[config.mk]
export PLATFORM = sky130hd
export DESIGN_NAME = hazard_ctrl
export DESIGN_NICKNAME = d
export VERILOG_FILES = /design/src/rtl/cpu_pkg.sv /design/src/rtl/hazard_cmp.sv /design/src/rtl/hazard_ctrl.sv
export SDC_FILE = /design/constraint.sdc
export NUM_CORES = 1
export LEC_CHECK = 0
export ABC_AREA = 1
export CORE_MARGIN = 2
export CORE_UTILIZATION = 35
export DETAILED_ROUTE_END_ITERATION = 8
export GPL_TIMING_DRIVEN = 0
export PLACE_DENSITY = 0.69
export SLEW_MARGIN = 20
export SYNTH_ARGS = -nofsm -noshare
export SYNTH_HDL_FRONTEND = slang
export SYNTH_SLANG_ARGS = --single-unit
[constraint.sdc]
create_clock -name clk -period 3.9 [get_ports clk]
set_input_delay 0.585 -clock clk [delete_from_list [all_inputs] [get_ports clk]]
set_output_delay 0.585 -clock clk [all_outputs]
set_load 0.005 [all_outputs]
[src/rtl/cpu_pkg.sv]
// Shared CPU pipeline definitions: register-specifier width, hazard FSM encodings, NOP opcode.
package cpu_pkg;

  localparam int REG_W = 5;

  // Opcode loaded into a pipeline register when it takes a bubble.
  localparam logic [5:0] OP_NOP = 6'd0;

  typedef enum logic [1:0] {
    ST_RUN = 2'd0,
    ST_RAW = 2'd1,
    ST_MEM = 2'd2
  } state_t;

endpackage

[src/rtl/hazard_cmp.sv]
// Compares one ID source specifier against the EX and MEM shadow entries; purely combinational.
module hazard_cmp
  import cpu_pkg::*;
#(
  parameter int W = REG_W
) (
  input  logic         i_use,
  input  logic [W-1:0] i_src,
  input  logic         i_ex_v,
  input  logic [W-1:0] i_ex_reg,
  input  logic         i_mem_v,
  input  logic [W-1:0] i_mem_reg,
  output logic         o_hit
);

  logic w_match;

  // r0 is hard-wired zero, so it can never carry a dependency.
  assign w_match = (i_ex_v && (i_ex_reg == i_src)) || (i_mem_v && (i_mem_reg == i_src));
  assign o_hit   = i_use && (i_src != '0) && w_match;

endmodule

[src/rtl/hazard_ctrl.sv]
// RAW/branch/memory-wait hazard controller; controls are combinational (zero latency),
// shadow pipeline, state and stall counter update on the next edge.
module hazard_ctrl
  import cpu_pkg::*;
#(
  parameter int REG_W = cpu_pkg::REG_W,
  parameter int CNT_W = 32
) (
  input  logic             clk,
  input  logic             rst,
  input  logic [REG_W-1:0] rs_id,
  input  logic [REG_W-1:0] rt_id,
  input  logic             use_rs_id,
  input  logic             use_rt_id,
  input  logic [REG_W-1:0] Ri_id,
  input  logic             wr_id,
  input  logic             branch_taken_ex,
  input  logic             mem_busy,
  output logic             pc_stall,
  output logic             ifid_stall,
  output logic             ifid_flush,
  output logic             idex_hold,
  output logic             idex_bubble,
  output logic             exmem_hold,
  output logic             memwb_bubble,
  output logic [CNT_W-1:0] stall_count,
  output logic [1:0]       state
);

  logic             r_ex_v;
  logic [REG_W-1:0] r_ex_reg;
  logic             r_mem_v;
  logic [REG_W-1:0] r_mem_reg;
  state_t           r_state;
  logic [CNT_W-1:0] r_cnt;

  logic w_hit_rs;
  logic w_hit_rt;
  logic w_raw;
  logic w_raw_stall;
  logic w_squash;

  hazard_cmp #(.W(REG_W)) u_cmp_rs (
    .i_use     (use_rs_id),
    .i_src     (rs_id),
    .i_ex_v    (r_ex_v),
    .i_ex_reg  (r_ex_reg),
    .i_mem_v   (r_mem_v),
    .i_mem_reg (r_mem_reg),
    .o_hit     (w_hit_rs)
  );

  hazard_cmp #(.W(REG_W)) u_cmp_rt (
    .i_use     (use_rt_id),
    .i_src     (rt_id),
    .i_ex_v    (r_ex_v),
    .i_ex_reg  (r_ex_reg),
    .i_mem_v   (r_mem_v),
    .i_mem_reg (r_mem_reg),
    .o_hit     (w_hit_rt)
  );

  // A frozen pipeline defers both the branch flush and the RAW decision.
  assign w_raw       = w_hit_rs || w_hit_rt;
  assign w_raw_stall = !mem_busy && !branch_taken_ex && w_raw;
  assign w_squash    = !mem_busy && (branch_taken_ex || w_raw);

  assign pc_stall     = !rst && (mem_busy || w_raw_stall);
  assign ifid_stall   = !rst && (mem_busy || w_raw_stall);
  assign ifid_flush   = !rst && !mem_busy && branch_taken_ex;
  assign idex_hold    = !rst && mem_busy;
  assign idex_bubble  = !rst && w_squash;
  assign exmem_hold   = !rst && mem_busy;
  assign memwb_bubble = !rst && mem_busy;

  assign stall_count = r_cnt;
  assign state       = r_state;

  always_ff @(posedge clk) begin
    if (rst) begin
      r_state   <= ST_RUN;
      r_ex_v    <= 1'b0;
      r_ex_reg  <= '0;
      r_mem_v   <= 1'b0;
      r_mem_reg <= '0;
      r_cnt     <= '0;
    end else begin
      r_cnt <= r_cnt + {{(CNT_W-1){1'b0}}, pc_stall};
      if (mem_busy) begin
        r_state <= ST_MEM;
      end else begin
        r_mem_v   <= r_ex_v;
        r_mem_reg <= r_ex_reg;
        // A squashed or stalled ID instruction does not enter EX.
        r_ex_v    <= !w_squash && wr_id && (Ri_id != '0);
        r_ex_reg  <= Ri_id;
        r_state   <= w_raw_stall ? ST_RAW : ST_RUN;
      end
    end
  end

endmodule
* Yosys cells after proc, flatten, opt, wreduce, memory -nomap -nowiden *
Cells that the tools add are included.

storage, ports and cells
  bits in registers = 46
  output and inout port bits = 41
  logic and storage cells = 45

cells by class
  $add $sub $neg = 1
  equal/unequal tests = 4
  muxes and demuxes = 2
  reduce and logical (&&, ||, !) cells = 31

operators by type and width
  kind                                      number
  32-bit by 1-bit adder with 32-bit output  1
  5-bit equality test                       4
  1-bit logical AND                         18
  5-bit nonzero test                        3
  1-bit logical OR                          5
  1-bit logical NOT                         4
  2-bit 2-to-1 mux                          1
  2-bit OR reduction                        1
  1-bit 2-to-1 mux                          1

* Logic depth before layout (Yosys ltp) *
Gate-level depths: netlist (run 1).

  depth after elaboration = 10
  gate-level depth with buffers = 23
  mapped depth without buffers = 23

* By module *
From an unflattened synthesis (run 1), not the netlist that was laid out.

second synthesis, totals
  cell total of the unflattened synthesis = 430
  area total of the unflattened synthesis = 2,627.5 um^2

modules (own cells, without submodules)
  module       instances  cells each  area each (um^2)  sequential area each (um^2)
  hazard_ctrl  1          320         2,194.6           920.9
  hazard_cmp   2          55          216.5             0.0

* Worst setup path after synthesis (run 1) *
Ideal clock, no wire load.

  kind = in2reg
  start = input port rst
  end = register r_cnt[22], in the netlist stall_count[22]
  library setup time = 0.132 ns
  arrival time = 2.692 ns
  data required time = 3.768 ns
  slack = 1.076 ns
  cell stages on the path = 15
  cell sequence = clkbuf_1 -> nor2_1 -> inv_1 -> clkbuf_1 -> o21ai_0 -> ha_1 -> ha_1 -> nand2_1 -> inv_2 -> nand2_2 -> nor2_4 -> nand4_1 -> nor2_2 -> nand2_1 -> nor3b_2

on the way
  longest elaborated chain between the ends = 3

RTL lines
  element                                   line               text
  start: declaration                        hazard_ctrl.sv:10  input logic rst,
  1-bit logical NOT                         -
  1-bit logical AND                         -
  net ifid_stall                            hazard_ctrl.sv:20  output logic ifid_stall,
  32-bit by 1-bit adder with 32-bit output  hazard_ctrl.sv:88  r_cnt <= r_cnt + {{(CNT_W-1){1'b0}}, pc_stall};
  end signal: assignment                    hazard_ctrl.sv:88
  end: declaration                          hazard_ctrl.sv:35  logic [CNT_W-1:0] r_cnt;

The timed path passes the listed nets, and every way through them passes these cells.
A chain may end at the register's enable or synchronous reset.

* Final worst setup path (run 1) *
  start = input port mem_busy
  end = register r_cnt[22], in the netlist stall_count[22]

on the way
  longest elaborated chain between the ends = 6

RTL lines
  element                                       line               text
  start: declaration                            hazard_ctrl.sv:18  input logic mem_busy,
  1-bit logical NOT                             hazard_ctrl.sv:65  assign w_raw_stall = !mem_busy && !branch_taken_ex && w_raw;
  1-bit logical AND (2 in series)               hazard_ctrl.sv:65
  1-bit logical OR (*)                          hazard_ctrl.sv:68  assign pc_stall = !rst && (mem_busy || w_raw_stall);
  1-bit logical AND (*)                         hazard_ctrl.sv:68
  32-bit by 1-bit adder with 32-bit output (*)  hazard_ctrl.sv:88

Every way passes the cells marked *; elsewhere a longest branch is shown, timed or not.

==> reports/qor.csv, run 1 <==
metric,value,unit
outcome,completed,
"Seq/Total Area, Yosys",0.363,
largest net degree at the start of global routing,16,
crit-path max FO,10,
PostCTS Resize Cnt,0,
CTS sink count,46,
port bufs,61,
Syn Area/Cell,6.58,um^2
first-pass GRT wire length,11000,um
WL final,6410,um
Post-route DRC,0,
Leakage,1.38,nW
DIE HEIGHT,89.2,um
Die Area,0.00795,mm^2
Syn Std Cell Area,0.00254,mm^2
"Top FF cell, synth",dfxtp_1,
Reg2Reg Depth,20,
IO Pins,63,
WL per Instance,11.6,um
Synth cell types,36,
max incr delay on CP,0.48,ns
root buf cell,clkbuf_8,
PwrDens,261,mW/mm^2
Initial DRC Count,86,
CP top delay family,simple AND/OR/NAND/NOR gates,
"commonest non-fill, non-tap cells in the layout","nand2_1 (110), clkdlybuf4s50_1 (61), nor2_1 (56)",
H-tree depth,2,
FF+latch area,921,um^2
"antenna viol nets, final",0,
Worst slew margin,0.595,
clk_lat worst skew,0.30,ns
Total Power,0.877,mW
WS Path Type,in2reg,
crit end category,flop,
ANT cells,0,
Overflow after GRT,0,
Core Rows,31,
first-pass iteration count of the detailed router,4,
hold wc startpoint,stall_count[31],
Synth Warn #,0,
Fmax,0.298,GHz
placed cells,546,
vias in the first global route,2429,
startpoint types,primary input,
worst r2r src,r_mem_reg[0],
via/cell ratio,4.69,
Peak VDD IR,121,uV
WHS Endpoint,stall_count[31],
core box area,0.00714,mm^2
"non-filler cells, final",554,
"Slowest-stage cell, CP",clkdlybuf4s50_1,
Clock power frac,0.338,
routed vias,2597,
Synth async-reset ratio,0,
layout cells sized above 1,0.0791,
Max Cap Violations,0,
max reg flops,32,
Comb pwr share,0.111,
Worst Hold Slack,0.483,ns
Worst-path clk slew,0.10,ns
Final TNS setup,0,ns
Pint,0.650,mW
Switching Share,0.259,
Multi-input gate area,0.00136,mm^2
RSZ-0062 raised after global routing,no,
crit path DAT,3.52,ns
Syn-to-layout area delta,32.5,%
FF-to-FF End,stall_count[22],
gpl congestion,0.887,
initial antenna violation count,0,
Post-layout nets,478,
Initial Utilization,0.356,
worst path cell trace,"clkdlybuf4s50_1, inv_1, nor2_1, inv_1, clkbuf_1, o21ai_0, ha_1, ha_1, nand2_1, inv_2, nand2_2, nor2_4, nand4_1, nor2_2, nand2_1, nor3b_2",
max-slew violations,0,
# hold bufs at CTS,0,
Inserted Clock Buffers,5,
Slew @ Worst Pin,0.608,ns
Area after DPL,0.00327,mm^2
minimum clock period,3.36,ns
Setup Skew,0.0130,ns
CP required,4.06,ns
Switch Pwr,0.227,mW
Hold Crit Class,reg2reg,
CTS tree,done,
"commonest non-fill, non-tap cell in the layout",nand2_1,
worst hold path cell count,2,
fin crit share,0.861,
post-synthesis net count,410,
final hold vios,0,
part of the power in registers,0.551,
Filler cells,750,
"Setup violations, final",0,
Mapped Cells,386,
post-CTS setup buffers,0,
number of enable flip-flop cells after synthesis,0,
R2R setup slack,1.01,ns
fin area,0.00336,mm^2
"FF+latch count, synth",46,
Die Wd,89.2,um
total track usage,0.175,
Worst Path Buf+Inv,5,
CTS max path bufs,2,
HPWL Detailed,5180,um
power by group through the flow:
| stage | logic [mW] | registers, mW | clock network (mW) |
|---|---|---|---|
| floorplan | 0.0495 | 0.492 | 0 |
| global placement | 0.0973 | 0.494 | 0 |
| detailed placement | 0.0981 | 0.494 | 0 |
| CTS | 0.0985 | 0.483 | 0.306 |
| global route | 0.111 | 0.484 | 0.329 |
| finish | 0.0976 | 0.483 | 0.297 |
kinds of logic after synthesis:
logic type / synth area share
flip-flops: 0.363
AND/OR/NAND/NOR: 0.404
buffers and inverters: 0.103
AO/OA/AOI/OAI: 0.0966
XOR/XNOR: 0.0241
adder cells (fa/ha/maj): 0.00985
synthesized netlist by cell type (4+ instances only):
cell,instances,share of area
nand2_1,110,0.16
nor2_1,56,0.083
inv_1,52,0.077
dfxtp_1,46,0.36
a21oi_1,15,0.030
nand3_1,14,0.028
o21ai_0,13,0.026
nand4_1,10,0.025
nor3_1,8,0.016
o22ai_1,8,0.020
clkbuf_1,5,0.0074
nand3b_1,4,0.012
nor2_2,4,0.0099
xnor2_1,4,0.014
how the worst max path moves through the flow:
stage / cells past startpoint / slack (ns) / end / start
after floorplan: 15 / 1.08 / stall_count[22] / rst
after global placement: 16 / 0.24 / stall_count[22] / mem_busy
after detailed placement: 16 / 0.21 / stall_count[22] / mem_busy
after CTS: 16 / 0.51 / stall_count[22] / mem_busy
after global routing: 16 / 0.21 / stall_count[22] / mem_busy
final: 16 / 0.54 / stall_count[22] / mem_busy
worst reg2reg max path, stage by stage, from the launching register on:
cell and delay (ns):
dfxtp_1 0.37, inv_1 0.09, nand2_1 0.06, nand2_1 0.05, nor2_1 0.12, nand3_1 0.09
nand2_1 0.07, nand2_1 0.05, nand2_1 0.10, inv_1 0.06, o21ai_0 0.28, ha_1 0.27
ha_1 0.19, nand2_1 0.08, inv_2 0.07, nand2_2 0.06, nor2_4 0.16, nand4_1 0.20
nor2_2 0.18, nand2_1 0.05, nor3b_2 0.14
stage by stage:
stage,setup WS (ns),util
3_3_place_gp,0.237,0.459
3_5_place_dp,0.212,0.459
5_1_grt,0.205,0.471
4_1_cts,0.509,0.471
2_1_floorplan,1.08,-
6_report,0.543,0.471
layer usage:
metal  routed length, um  GRT usage  vias up
met2                3190      0.300       60
met5                   0          0        -
met1                2950      0.224     1181
met4                  40     0.0488        0
met3                 229     0.0314        4
li1                    -          -     1352
cell type report:
cell class	count	share of cell area
multi-input cells	274	0.403
flip-flops and latches	46	0.274
repair buffers	61	0.181
inverters	56	0.0625
well taps	99	0.0368
clock buffers	5	0.0205
plain buffers	10	0.0152
clock inverters	3	0.00632
No activity file was read; power rests on OpenSTA's default activity.
==> run 2: changes to the inputs <==
- RECOVER_POWER: unset -> 100
- clock period: 3.9 -> 3.55 ns (I/O delays scaled with it)
==> run 2 against run 1 <==
Routed wire length up 0.12%. Clock power is 11% higher. Clock skew rose by 0.0036 ns. Power is 10% higher. Via count increased by 0.73%.
==> reports/qor.csv, run 2 (same netlist as run 1, synthesis figures left out) <==
metric,value,unit,change
outcome,completed,,
part of the power in registers,0.549,,-0.002
WS Path Type,in2out,,
routed vias,2616,,+0.73%
Multi-input gate area,0.00133,mm^2,-1.8%
Worst Hold Slack,0.481,ns,-0.00199 ns
Initial Utilization,0.356,,unchanged
Core Rows,31,,unchanged
crit end category,primary output,,
via/cell ratio,4.72,,+0.73%
RSZ-0062 raised after global routing,no,,
Post-route DRC,0,,unchanged
vias in the first global route,2429,,unchanged
IO Pins,63,,unchanged
Switch Pwr,0.253,mW,+12%
startpoint types,primary input,,
Post-layout nets,478,,unchanged
layout cells sized above 1,0.0659,,-0.0132
Max Cap Violations,0,,unchanged
"commonest non-fill, non-tap cells in the layout","nand2_1 (111), nor2_1 (57), inv_1 (54)",,
Setup Skew,0.0166,ns,+0.00361 ns
first-pass iteration count of the detailed router,4,,unchanged
fin crit share,0.913,,
initial antenna violation count,0,,unchanged
Global Route met2 Usage,0.300,,unchanged
first-pass GRT wire length,11000,um,unchanged
Final Util,0.468,,-0.00351
Slew @ Worst Pin,0.610,ns,+0.00214 ns
Peak VDD IR,134,uV,+11%
HPWL Detailed,5180,um,unchanged
final hold vios,0,,unchanged
ANT cells,0,,unchanged
Pint,0.713,mW,+9.6%
worst path cell trace,"dlygate4sd3_1, inv_1, nor2_2, inv_1, clkbuf_1, o21ai_1, buf_4, dlygate4sd3_1",,
Initial DRC Count,88,,+2.3%
global route hottest layer,met2,,
minimum clock period,3.24,ns,
CTS sink count,46,,unchanged
"antenna viol nets, final",0,,unchanged
CTS max path bufs,2,,unchanged
Fmax,0.309,GHz,
Hold Crit Class,reg2reg,,
Clock power frac,0.342,,+0.004
Die Area,0.00795,mm^2,unchanged
gpl congestion,0.887,,unchanged
crit-path max FO,10,,unchanged
Filler cells,755,,+0.67%
port bufs,61,,unchanged
WL final,6420,um,+0.12%
Inserted Clock Buffers,5,,unchanged
Worst-path clk slew,0.10,ns,about the same
Comb pwr share,0.109,,-0.002
Final TNS setup,0,ns,unchanged
PwrDens,289,mW/mm^2,+11%
Worst slew margin,0.593,,-0.00143
DIE HEIGHT,89.2,um,unchanged
"Slowest-stage cell, CP",dlygate4sd3_1,,
"Setup violations, final",0,,unchanged
max reg flops,32,,unchanged
clk_lat worst skew,0.31,ns,about the same
met1 GRT Util,0.224,,unchanged
"commonest non-fill, non-tap cell in the layout",nand2_1,,
CP required,3.02,ns,-1.04 ns
max incr delay on CP,0.56,ns,+0.08 ns
crit path DAT,2.71,ns,-0.81 ns
Switching Share,0.262,,+0.00346
core box area,0.00714,mm^2,unchanged
max-slew violations,0,,unchanged
root buf cell,clkbuf_8,,
largest net degree at the start of global routing,16,,unchanged
H-tree depth,2,,unchanged
Die Wd,89.2,um,unchanged
FF+latch area,921,um^2,unchanged
Leakage,1.50,nW,+8.2%
CTS tree,done,,
Overflow after GRT,0,,unchanged
WL per Instance,11.6,um,+0.12%
total track usage,0.175,,unchanged
met3 Resource Use GR,0.0314,,unchanged
Syn-to-layout area delta,31.5,%,
run 2: what timing repair did:
action,4_1_cts,5_1_grt
hold buffers,0,0
setup endpoints to repair,0,6
gates resized for setup,0,2
setup buffers,0,0
run 2: metrics by stage:
stage | std cells | total power, mW | instance area (um^2) | worst slack (ns)
6_report | 554 | 0.966 | 3340 | 0.310
5_1_grt | 554 | 1.01 | 3340 | 0.0252
4_1_cts | 554 | 0.975 | 3360 | 0.212
3_5_place_dp | 546 | 0.650 | 3270 | -0.0858
3_3_place_gp | 546 | 0.649 | 3270 | -0.0608
2_1_floorplan | 386 | 0.595 | 2540 | 0.778
run 2: final timing paths:
path,from,endpoint,slack [ns],cells after the start
max,mem_busy,pc_stall,0.31,8
min,stall_count[4],stall_count[4],0.48,2
max reg2reg,r_mem_reg[0],stall_count[22],0.76,20
min reg2reg,stall_count[4],stall_count[4],0.48,2
run 2: power groups by stage:
stage	logic, mW	registers (mW)	clock network, mW
2_1_floorplan	0.0544	0.541	0
3_3_place_gp	0.107	0.542	0
3_5_place_dp	0.108	0.543	0
4_1_cts	0.108	0.531	0.336
5_1_grt	0.120	0.532	0.361
6_report	0.105	0.530	0.330
run 2: worst max-delay path: cells and delay by family:
kind | cells | cell delay, ns
buffers and inverters | 6 | 1.88
AOI/OAI and AO/OA | 1 | 0.20
and+or+nand+nor | 1 | 0.09
run 2: metal layers:
metal | share of wire | vias up
met1 | 0.46 | 1190
met5 | 0 | -
li1 | - | 1349
met4 | 0.014 | 0
met3 | 0.041 | 10
met2 | 0.49 | 67
run 2: layout make-up:
cell class,count,share of cell area
Timing Repair Buffer,61,0.183
Sequential cell,46,0.276
Inverter,56,0.0629
Clock buffer,5,0.0206
Multi-Input combinational cell,274,0.399
Clock inverter,3,0.00637
Buffer,10,0.0154
Tap cell,99,0.0371
==> run 3: changes to the inputs <==
- CORE_MARGIN: 2 -> 8
- CTS_CLUSTER_DIAMETER: unset -> 60
- SYNTH_HIERARCHICAL: unset -> 1
==> run 3 against run 2 <==
Routed wire length up 11%. Power grew 4.6%. Sequential cell count unchanged. Cell area up 2.9%. Utilization grew 0.59 points. Combinational power up 5%. First-iteration DRC count is 57% higher. Non-clock buffer count shrank 2. Register-to-register slack barely moved. Clock power is 12% higher. Die area increased by 32%. Critical path type unchanged.
==> reports/qor.csv, run 3 <==
metric,value,unit,change
crit path DAT,2.75,ns,+0.04 ns
routed vias,2710,,+3.6%
CTS tree,done,,
Post-layout nets,523,,+9.4%
Mapped Cells,430,,+11%
placed cells,591,,+8.2%
Hold Crit Class,reg2reg,,
top-count cell post-synth,nand2_1,,
H-tree depth,2,,unchanged
main combinational cell family by area after synthesis,simple AND/OR/NAND/NOR gates,,
vias in the first global route,2501,,+3.0%
gpl congestion,0.864,,-2.6%
Initial Utilization,0.362,,+0.00637
clk_lat worst skew,0.30,ns,about the same
"Slowest-stage cell, CP",clkdlybuf4s50_1,,
Overflow after GRT,0,,unchanged
Die Area,0.0105,mm^2,+32%
Area after DPL,0.00337,mm^2,+3.0%
crit end category,primary output,,
Post-Synth Adder-Cell Area,0.00952,,-0.000328
DIE HEIGHT,103,um,+15%
Worst-path clk slew,0.08,ns,-0.02 ns
post-synthesis net count,454,,+11%
"Seq/Total Area, Yosys",0.350,,-0.0121
root buf cell,clkbuf_8,,
mux share of post-synthesis cell area,0,,unchanged
Final TNS setup,0,ns,unchanged
first-pass GRT wire length,11800,um,+7.2%
Synth Warn #,6,,+6
worst r2r src,r_ex_reg[3],,
fin crit share,0.924,,+0.0111
fin area,0.00344,mm^2,+2.9%
Crit. Startpoint,rt_id[1],,
Inserted Clock Buffers,5,,unchanged
"non-filler cells, final",599,,+8.1%
"Setup violations, final",0,,unchanged
via/cell ratio,4.52,,-4.2%
met1 GRT Util,0.178,,-0.0469
met3 Resource Use GR,0.0466,,+0.0152
"commonest non-fill, non-tap cells in the layout","nand2_1 (131), nor2_1 (86), inv_1 (60)",,
HPWL Detailed,5780,um,+12%
max reg flops,32,,unchanged
post-synth top area share,0.350,,-0.0121
initial antenna violation count,0,,unchanged
layout cells sized above 1,0.0560,,-0.00993
CP required,3.02,ns,about the same
Syn-to-layout area delta,30.8,%,
Synth Area in Compound Gates,0.0900,,-0.00655
PwrDens,294,mW/mm^2,+1.7%
WS Path Type,in2out,,
area share of and/or/nand/nor cells after synthesis,0.440,,+0.0361
first-pass iteration count of the detailed router,4,,unchanged
CTS sink count,46,,unchanged
R2R setup slack,0.76,ns,about the same
crit-path max FO,3,,-7
Initial DRC Count,138,,+57%
startpoint types,primary input,,
Slew @ Worst Pin,0.481,ns,-0.129 ns
IO Pins,63,,unchanged
largest net degree at the start of global routing,14,,-2
ANT cells,0,,unchanged
Syn Area/Cell,6.11,um^2,-7.1%
WL per Instance,11.9,um,+2.6%
core box area,0.00725,mm^2,+1.6%
WL final,7120,um,+11%
Peak VDD IR,162,uV,+21%
Leakage,1.49,nW,-0.15%
total track usage,0.141,,-0.0334
Synth top cells by count,"nand2_1 (129), nor2_1 (82), inv_1 (60), dfxtp_1 (46), a21oi_1 (23)",,
Synth cell types,26,,-28%
post-synthesis xor/xnor area fraction,0.00667,,-0.0175
worst path cell trace,"clkdlybuf4s50_1, inv_1, nand2_1, nand2_1, nor2_1, nand3_1, a21oi_1, or2_2, nand3_1, o21ai_1, buf_4, clkdlybuf4s50_1",,
biggest area consumer among synthesized cells,dfxtp_1,,
port bufs,62,,+1.6%
Global Route met2 Usage,0.225,,-0.0751
"commonest non-fill, non-tap cell in the layout",nand2_1,,
RSZ-0062 raised after global routing,no,,
Core Rows,31,,unchanged
"Top FF cell, synth",dfxtp_1,,
final hold vios,0,,unchanged
"antenna viol nets, final",0,,unchanged
number of enable flip-flop cells after synthesis,0,,unchanged
global route hottest layer,met2,,
minimum clock period,3.28,ns,+0.0393 ns
Worst slew margin,0.679,,+0.0859
Max Cap Violations,0,,unchanged
Setup Skew,0.00598,ns,-0.0106 ns
hold wc startpoint,r_ex_reg[0],,
top area cells in the synthesized netlist,"dfxtp_1 (35%), nand2_1 (18%), nor2_1 (12%)",,
max incr delay on CP,0.51,ns,-0.05 ns
CTS max path bufs,2,,unchanged
Post-route DRC,0,,unchanged
Syn Std Cell Area,0.00263,mm^2,+3.4%
Die Wd,103,um,+15%
"FF+latch count, synth",46,,unchanged
max-slew violations,0,,unchanged
# hold bufs at CTS,0,,unchanged
Fmax,0.305,GHz,-1.2%
outcome,completed,,
Synth async-reset ratio,0,,unchanged
run 3: changes by cell type in the layout (fill, tap and decap cells not counted), sizes merged, moves of 4 or more:
cell    change
nand3       +7
nor3        -9
nand2      +20
xnor2       -4
nand3b      -4
nor2       +30
inv         +7
a21oi       +8
o21ai       +5
o22ai       -5
nand4       -6
run 3: worst paths after layout:
path | to | cells after the start
setup / recovery | pc_stall | 12
hold / removal | r_mem_reg[0] | 2
setup reg to reg | stall_count[10] | 17
hold reg to reg | r_mem_reg[0] | 2
run 3: worst max-delay path: cells and delay by family:
kind            cells  cell delay, ns
compound gates      2            0.41
simple gates        6            0.59
buf+inv             4            1.23
run 3: routing by layer:
| metal | share of wire | wire [um] |
|---|---|---|
| met2 | 0.45 | 3220 |
| met4 | 0.0063 | 45 |
| met3 | 0.073 | 523 |
| met1 | 0.47 | 3330 |
| met5 | 0 | 0 |
run 3: cells by family after synthesis:
kind of cell | after synthesis
xor+xnor | 2
fa+ha+maj | 2
simple gates | 265
flops | 46
compound gates | 46
buf+inv | 69
run 3: what timing repair did:
action | CTS | global route
setup buffers | 0 | 0
hold endpoints to repair | 0 | 0
endpoints found under the setup margin | 0 | 1
gates resized for setup | 0 | 1
run 3: layout make-up:
| type | count | area [um^2] |
|---|---|---|
| flip-flops and latches | 46 | 921 |
| clock buffers | 8 | 110 |
| multi-input cells | 315 | 1390 |
| fillers | 770 | 3820 |
| repair buffers | 62 | 621 |
| well taps | 99 | 124 |
| inverters | 62 | 233 |
| plain buffers | 7 | 38.8 |
run 3: power by group:
part	internal [mW]	leakage [nW]	switching (mW)	total [mW]
clock network	0.197	0.0575	0.172	0.369
registers	0.524	0.372	0.00826	0.532
logic	0.0530	1.06	0.0572	0.110
run 3: through the flow:
step	hold slack, ns	power [mW]	setup WS [ns]	util
2_1_floorplan	0.450	0.600	0.943	-
3_3_place_gp	0.490	0.655	0.0508	0.465
3_5_place_dp	0.497	0.657	0.0177	0.465
4_1_cts	0.511	1.03	0.131	0.480
5_1_grt	0.544	1.07	0.0840	0.474
6_report	0.511	1.01	0.271	0.474
